[src/rtl/imem_access_arb.sv]
// imem_access_arb: arbitrates one single-ported, word-organised, synchronous-read
// instruction memory between the fetch stage and a program loader.
// - Fetch has priority by default. A starvation counter forces a loader grant
//   after MAX_WAIT consecutive denied cycles.
// - ld_lock parks fetch (RUN -> DRAIN -> LOCKED) so the loader can do bulk loads.
// - Misaligned or out-of-range fetches are granted but never reach memory. They
//   come back as an error response.
// Optional build macro: IMEM_ARB_PERF_EN adds the perf_* event counters.
module imem_access_arb #(
  parameter int IMEM_SIZE = 1024,
  parameter int MAX_WAIT  = 4
) (
  input  logic                           clk,
  input  logic                           rst_n,
  input  logic                           if_req,
  input  logic [31:0]                    if_addr,
  output logic                           if_gnt,
  output logic                           if_valid,
  output logic [31:0]                    if_rdata,
  output logic                           if_err,
  input  logic                           ld_req,
  input  logic [31:0]                    ld_addr,
  input  logic [31:0]                    ld_wdata,
  input  logic [3:0]                     ld_be,
  output logic                           ld_gnt,
  output logic                           ld_err,
  input  logic                           ld_lock,
  output logic                           lock_ack,
  output logic                           mem_en,
  output logic                           mem_we,
  output logic [$clog2(IMEM_SIZE/4)-1:0] mem_addr,
  output logic [31:0]                    mem_wdata,
  output logic [3:0]                     mem_be,
  input  logic [31:0]                    mem_rdata
`ifdef IMEM_ARB_PERF_EN
  ,
  output logic [31:0]                    perf_fetch_cnt,
  output logic [31:0]                    perf_load_cnt,
  output logic [31:0]                    perf_conflict_cnt
`endif
);

  localparam int          AW     = $clog2(IMEM_SIZE/4);
  localparam int          CW     = $clog2(MAX_WAIT+1);
  localparam logic [31:0] SIZE_L = IMEM_SIZE;

  typedef enum logic [1:0] {S_RUN, S_DRAIN, S_LOCKED} state_t;

  state_t        r_state, w_state_nxt;
  logic [CW-1:0] r_cnt, w_cnt_nxt;
  logic          r_vld, r_err;
  logic [31:0]   r_hold;

  logic          w_if_bad, w_ld_bad, w_force;
  logic          w_if_win, w_ld_win;
  logic [31:0]   w_resp_data;
  logic          w_unused;

  // Low address bits of loader writes carry no information (word writes with byte enables).
  assign w_unused = &{1'b0, ld_addr[1:0]};

  assign w_if_bad = (if_addr[1:0] != 2'b00) || (if_addr >= SIZE_L);
  assign w_ld_bad = (ld_addr >= SIZE_L);
  assign w_force  = (r_cnt == CW'(MAX_WAIT));

  // Pick this cycle's winner. Nothing wins while reset is asserted, so every output reads 0.
  always_comb begin
    w_if_win = 1'b0;
    w_ld_win = 1'b0;
    if (rst_n) begin
      case (r_state)
        S_RUN: begin
          if (ld_req && (!if_req || w_force)) w_ld_win = 1'b1;
          else if (if_req)                    w_if_win = 1'b1;
        end
        // DRAIN and LOCKED: fetch is parked; the loader always gets through.
        default: w_ld_win = ld_req;
      endcase
    end
  end

  assign if_gnt   = w_if_win;
  assign ld_gnt   = w_ld_win;
  assign ld_err   = w_ld_win && w_ld_bad;
  assign lock_ack = (r_state == S_LOCKED);

  // Steer the winner onto the memory port. Rejected (bad-address) winners leave it idle.
  always_comb begin
    mem_en    = 1'b0;
    mem_we    = 1'b0;
    mem_addr  = '0;
    mem_wdata = '0;
    mem_be    = '0;
    if (w_if_win && !w_if_bad) begin
      mem_en   = 1'b1;
      mem_addr = if_addr[AW+1:2];
    end else if (w_ld_win && !w_ld_bad) begin
      mem_en    = 1'b1;
      mem_we    = 1'b1;
      mem_addr  = ld_addr[AW+1:2];
      mem_wdata = ld_wdata;
      mem_be    = ld_be;
    end
  end

  // Lock sequencing and the loader starvation counter for the next cycle.
  always_comb begin
    w_state_nxt = r_state;
    w_cnt_nxt   = '0;
    case (r_state)
      S_RUN: begin
        if (ld_lock) w_state_nxt = w_if_win ? S_DRAIN : S_LOCKED;
        if (ld_req && !w_ld_win) w_cnt_nxt = r_cnt + CW'(1);
      end
      S_DRAIN: begin
        if (!ld_lock)   w_state_nxt = S_RUN;
        else if (r_vld) w_state_nxt = S_LOCKED;
      end
      S_LOCKED: begin
        if (!ld_lock) w_state_nxt = S_RUN;
      end
      default: w_state_nxt = S_RUN;
    endcase
  end

  // State and starvation counter registers.
  always_ff @(posedge clk or negedge rst_n) begin
    if (!rst_n) begin
      r_state <= S_RUN;
      r_cnt   <= '0;
    end else begin
      r_state <= w_state_nxt;
      r_cnt   <= w_cnt_nxt;
    end
  end

  // The response lands one cycle after the grant. Errored fetches return zero data.
  assign w_resp_data = r_err ? 32'h0 : mem_rdata;
  assign if_valid    = r_vld;
  assign if_err      = r_vld && r_err;
  assign if_rdata    = r_vld ? w_resp_data : r_hold;

  // Track the outstanding fetch and keep the last returned word for the hold behaviour.
  always_ff @(posedge clk or negedge rst_n) begin
    if (!rst_n) begin
      r_vld  <= 1'b0;
      r_err  <= 1'b0;
      r_hold <= '0;
    end else begin
      r_vld <= w_if_win;
      r_err <= w_if_win && w_if_bad;
      if (r_vld) r_hold <= w_resp_data;
    end
  end

`ifdef IMEM_ARB_PERF_EN
  // Free-running event counters that wrap naturally at 2^32.
  always_ff @(posedge clk or negedge rst_n) begin
    if (!rst_n) begin
      perf_fetch_cnt    <= '0;
      perf_load_cnt     <= '0;
      perf_conflict_cnt <= '0;
    end else begin
      if (w_if_win)         perf_fetch_cnt    <= perf_fetch_cnt + 32'd1;
      if (w_ld_win)         perf_load_cnt     <= perf_load_cnt + 32'd1;
      if (if_req && ld_req) perf_conflict_cnt <= perf_conflict_cnt + 32'd1;
    end
  end
`endif

endmodule

[config.mk]
export PLATFORM = sky130hd
export DESIGN_NAME = imem_access_arb
export DESIGN_NICKNAME = d
export VERILOG_FILES = /design/src/rtl/imem_access_arb.sv
export SDC_FILE = /design/constraint.sdc
export NUM_CORES = 1
export LEC_CHECK = 0
export CORE_AREA = 4 4 103 76
export DETAILED_ROUTE_END_ITERATION = 7
export DIE_AREA = 0 0 107 80
export GPL_TIMING_DRIVEN = 1
export PLACE_DENSITY = 0.86
export RECOVER_POWER = 100
export SETUP_SLACK_MARGIN = 0.5
export SYNTH_ARGS = -nofsm -noshare
export SYNTH_HDL_FRONTEND = slang
export SYNTH_SLANG_ARGS = --single-unit
[constraint.sdc]
create_clock -name clk -period 7.5 [get_ports clk]
set_clock_uncertainty 0.05 [all_clocks]
set_input_delay 1.875 -clock clk [delete_from_list [all_inputs] [get_ports clk]]
set_output_delay 1.875 -clock clk [all_outputs]
set_load 0.1 [all_outputs]
Word level (Yosys, flattened, before mapping)
Index checks and enable logic that the tools add are counted.

storage, ports and cells
  bits in read-only memories = 0
  input port bits = 137
  output and inout bits = 84
  bits in writable memories = 0
  memories = 0
  flip-flop bits (word level) = 39
  bits in latches = 0

operators by class
  bitwise operators = 0
  reductions and logical operators = 16
  order comparisons = 2
  mux-type cells = 26
  multiply operators = 0
  divide/modulo/power cells = 0
  equality and inequality tests = 6
  shift operators = 0
  $add $sub $neg = 1

operators with widths
  operator              number
  $mux 32               4
  $ge 32x11->1 const B  2
  $mux 8                2
  $mux 1                10
  $mux 2                5
  $mux 4                2
  $logic_and 1x1->1     7
  $mux 3                2
  $pmux 2 s3            1
  $logic_not 1->1       4
  $ne 2x2->1 const B    2
  $add 3x1->3 const B   1
  $eq 3x3->1 const B    1
  $ne 3x3->1 const B    1
  $reduce_and 3->1      1
  $eq 2x1->1 const B    1
  $eq 2x2->1 const B    1
  $logic_not 2->1       1
  $logic_or 1x1->1      2
  $reduce_bool 2->1     1

Logic depth before layout (Yosys ltp)
Gate-level depths: netlist of run 1.

  depth in word-level cells = 10
  gate-level depth with buffers = 7
  gate-level depth less buffers = 7

Least setup slack after synthesis of run 1
No wires, ideal clock.

  kind = in2out
  start = input ld_addr[23]
  end = output mem_wdata[22]
  data arrival time = 4.367 ns
  buffers on the path = 1
  stages = 5
  data required time = 5.575 ns
  path slack = 1.208 ns
  path through = or4_4 or4_4 a311oi_4 buf_6 and2_1

between the ends
  cells in the longest elaborated chain, start to end = 5

ends and longest elaborated chain
  what               RTL line  RTL
  from (decl)        22        input logic [31:0] ld_addr,
  $ge 32x11->1       63        assign w_ld_bad = (ld_addr >= SIZE_L);
  $logic_not 1->1    97        end else if (w_ld_win && !w_ld_bad) begin
  $logic_and 1x1->1  97
  $mux 32            97
  $mux 32            94        if (w_if_win && !w_if_bad) begin
  to (decl)          32        output logic [31:0] mem_wdata,

Every way passes these cells.

Final worst setup path of run 1
  start = input ld_addr[23]
  end = output mem_addr[5]

between the ends
  cells in the longest elaborated chain, start to end = 5

ends and longest elaborated chain
  what               RTL line  RTL
  $ge 32x11->1       63
  $logic_not 1->1    97
  $logic_and 1x1->1  97
  $mux 8             97
  $mux 8             94
  to (decl)          31        output logic [$clog2(IMEM_SIZE/4)-1:0] mem_addr,

Every way passes these cells.

==> impl_metrics.csv, run 1 <==
group,metric,value,unit
cts,clkLatencyLatePin,0.28,ns
yosys,syn_inst,238,
yosys,ys.flop_type,"dfrtp_1",
timing,rsz0062_at_grt,"false",
critical_path,worstPathRequired,5.58,ns
layout,multi_input_area,896,sq um
floorplan,rows,25,
timing,fin_crit_sh,90.3,%
yosys,synth.yosys.seq_area_share,46.8,%
cts,post_cts_resized,0,
outcome,violations,"capacitance limit, slew limit",
cts,post_cts_buffers,0,
drt,vias,2419,
yosys,netlist_area,2080,sq um
placement,hpwlAfterDp,8090,um
grt,antenna_found_initial,0,
timing,slew-limit-headroom,-29.7,%
placement,placed_cell_area,4790,sq um
yosys,synthArstFlopShare,100,%
run,drv_cap,1,
drt,top_layer,"met4",
power,ir_drop,0.132,mV
cts,clkSlewWorstSetupHoldPaths,0.07,ns
yosys,yosys-top-cells-area,"dfrtp_1 (47%), and2_1 (9.3%), o21ai_0 (8.2%)",
yosys,synth_warnings,0,
drt,ant_nets,0,
layout,final_area,4810,sq um
drt,first_iter_violations,75,
yosys,syn_area_per_cell,8.75,sq um
outcome,outcome,"complete, but fails checks",
min_path,min_path_type,"flop to flop",
drt,wl_met1,3440,um
yosys,synth-edff-count,0,
critical_path,crit_slowest_cell,"clkbuf_2",
timing,min_period,6.77,ns
placement,portBuffers,218,
power,p_leak,0.00204,uW
drt,avgRoutedWirePerCell,17.1,um
cts,tritoncts,"done",
grt,grt_pass1_wl,14200,um
grt,grt_pass1_vias,2622,
timing,tightest_slew,1.95,ns
critical_path,crit_chain,"clkdlybuf4s50_1, or4_4, or4_4, a311oi_4, clkbuf_2, a22o_2, clkbuf_2",
critical_path,cp-start-kind,"input port",
yosys,synth_compound_area_share,14.7,%
floorplan,core,6690,sq um
floorplan,initial_core_util,31.1,%
grt,grt_max_degree,47,
layout,fillers,502,
floorplan,die_area,8560,sq um
drt,wirelength,9400,um
timing,hold_violations,0,
cts,cts_root_buffer,"clkbuf_8",
power,powerDensity,184,nW/um^2
cts,cts_buffer_depth,2,
drt,post-route-drc-count,0,
yosys,synth_cell_types,25,
yosys,synth_top_cell_by_area,"dfrtp_1",
critical_path,endpoint_kind,"output pin",
grt,overflow,0,
timing,tns,0,ns
critical_path,cpPeakStageDelay,0.63,ns
yosys,synth_top_family_by_area,"simple AND/OR/NAND/NOR gates",
critical_path,crit_path_max_fanout,46,
floorplan,die_x,107,um
layout,diodes,0,
drt,met2WireLength,5150,um
critical_path,cp.arrival,4.85,ns
layout,areaGrowthSynthToFinish,131,%
layout,drive_above_1_share,16.3,%
yosys,synthAdderAreaFrac,1.20,%
yosys,synth_xor_area_share,0.420,%
layout,seq_area,976,sq um
drt,drt_first_pass_iters,4,
timing,fmax,148,MHz
cts,cts_sinks,39,
layout,fin_nets,594,
drt,dr_wl_met3,494,um
floorplan,die_h,80,um
yosys,ys_ff_latch,39,
placement,gp_congestion,0.811,
yosys,synth_top_cell_area_share,46.8,%
critical_path,path_class,"input port to output pin",
timing,drv_slew,38,
drt,viasPerCell,4.41,
floorplan,pin_count,221,
cts,htreeDepth,2,
yosys,synth_mux_area_share,0,%
grt,grt_util_all_layers,21.7,%
cts,cts_buffers,5,
yosys,synth-simple-area-share,26.8,%
yosys,synth_nets,377,
cts,hold_buffers,0,
timing,finalSetupViolCount,0,
## metrics by stage
step / cells / worst slack [ns] / total power, uW / hold WS [ns] / util [%]
final: 549 / 0.730 / 886 / 0.431 / 71.8
after global routing: 549 / 0.574 / 927 / 0.459 / 71.8
after CTS: 549 / 1.07 / 915 / 0.430 / 72.9
after detailed placement: 542 / 1.06 / 773 / 0.419 / 71.6
after global placement: 542 / 1.09 / 765 / 0.394 / 71.6
after floorplan: 238 / 1.21 / 605 / 0.381 / -
## path summary, 6_finish.rpt
path | slack [ns] | cells after the start | startpoint | end
max | 0.73 | 7 | ld_addr[23] | mem_addr[5]
min | 0.43 | 1 | r_cnt[0] | r_cnt[0]
max reg2reg | 5.63 | 3 | r_err | r_hold[27]
min reg2reg | 0.43 | 1 | r_cnt[0] | r_cnt[0]
max in group asynchronous | 3.93 | 2 | rst_n | r_hold[27]
min in group asynchronous | 1.37 | 1 | rst_n | r_cnt[2]
## flip-flops by register name, indices dropped and copies added (netlist names)
name,flops
r_err,1
r_hold,32
if_valid,1
r_cnt,3
r_state,2
## power breakdown
part | leakage (uW) | total (uW) | internal [uW] | switching (uW)
registers | 0.000493 | 260 | 249 | 11.1
logic | 0.00150 | 487 | 123 | 364
clock network | 0.0000470 | 140 | 72.1 | 67.8
## Yosys cell counts, types with 2 or more instances
| library cell | count |
|---|---|
| inv_1 | 37 |
| and2_2 | 7 |
| nor2_1 | 6 |
| buf_6 | 4 |
| clkbuf_1 | 7 |
| nand2_1 | 34 |
| or4_4 | 2 |
| dfrtp_1 | 39 |
| nor2b_1 | 2 |
| nand3b_1 | 2 |
| a22o_2 | 8 |
| nor4_1 | 10 |
| nand3_1 | 2 |
| nand4_1 | 3 |
| ha_1 | 2 |
| and2_1 | 31 |
| o21ai_0 | 34 |
## routing by layer
layer	vias up	track usage (%)
met5	-	0
met4	0	8.43
met3	20	6.47
met2	94	39.6
met1	1105	23.7
li1	1200	-
## layout make-up
type,instances,area share (%)
well taps,94,2.45
clock inverters,1,0.104
repair buffers,221,53.9
multi-input cells,151,18.6
flip-flops and latches,39,20.3
clock buffers,6,1.72
inverters,37,2.89
## placed cells by master (no fill, tap or decap), types with 5 or more instances in the layout
cell,count
nand2_1,34
dfrtp_1,39
clkbuf_8,6
clkbuf_2,5
and2_0,33
o21ai_0,34
nor4_1,10
inv_1,37
dlygate4sd3_1,72
clkdlybuf4s50_1,99
nor2_1,6
buf_12,42
a22o_2,8
## cells by family (layout without fill, tap and decap cells)
group	Yosys count	in the layout
XOR/XNOR	1	1
buffers and inverters	48	265
adder cells (fa/ha/maj)	2	2
AND/OR/NAND/NOR	102	102
AO/OA/AOI/OAI	46	46
flip-flops	39	39
## critical path: cells and delay by family
kind / cells / cell delay, ns
AO/OA/AOI/OAI: 2 / 0.47
buffers and inverters: 3 / 1.50
AND/OR/NAND/NOR: 2 / 0.98
(Power assumes the default switching activity.)
==> inputs of run 2 (changes only) <==
--- a/config.mk
+++ b/config.mk
@@ -12,6 +12,7 @@
 export PLACE_DENSITY = 0.86
 export RECOVER_POWER = 100
 export SETUP_SLACK_MARGIN = 0.5
+export SKIP_CTS_REPAIR_TIMING = 1
 export SYNTH_ARGS = -nofsm -noshare
 export SYNTH_HDL_FRONTEND = slang
 export SYNTH_SLANG_ARGS = --single-unit
==> results of run 2 <==
The final DEF is identical to that of run 1; final timing and power are the same.
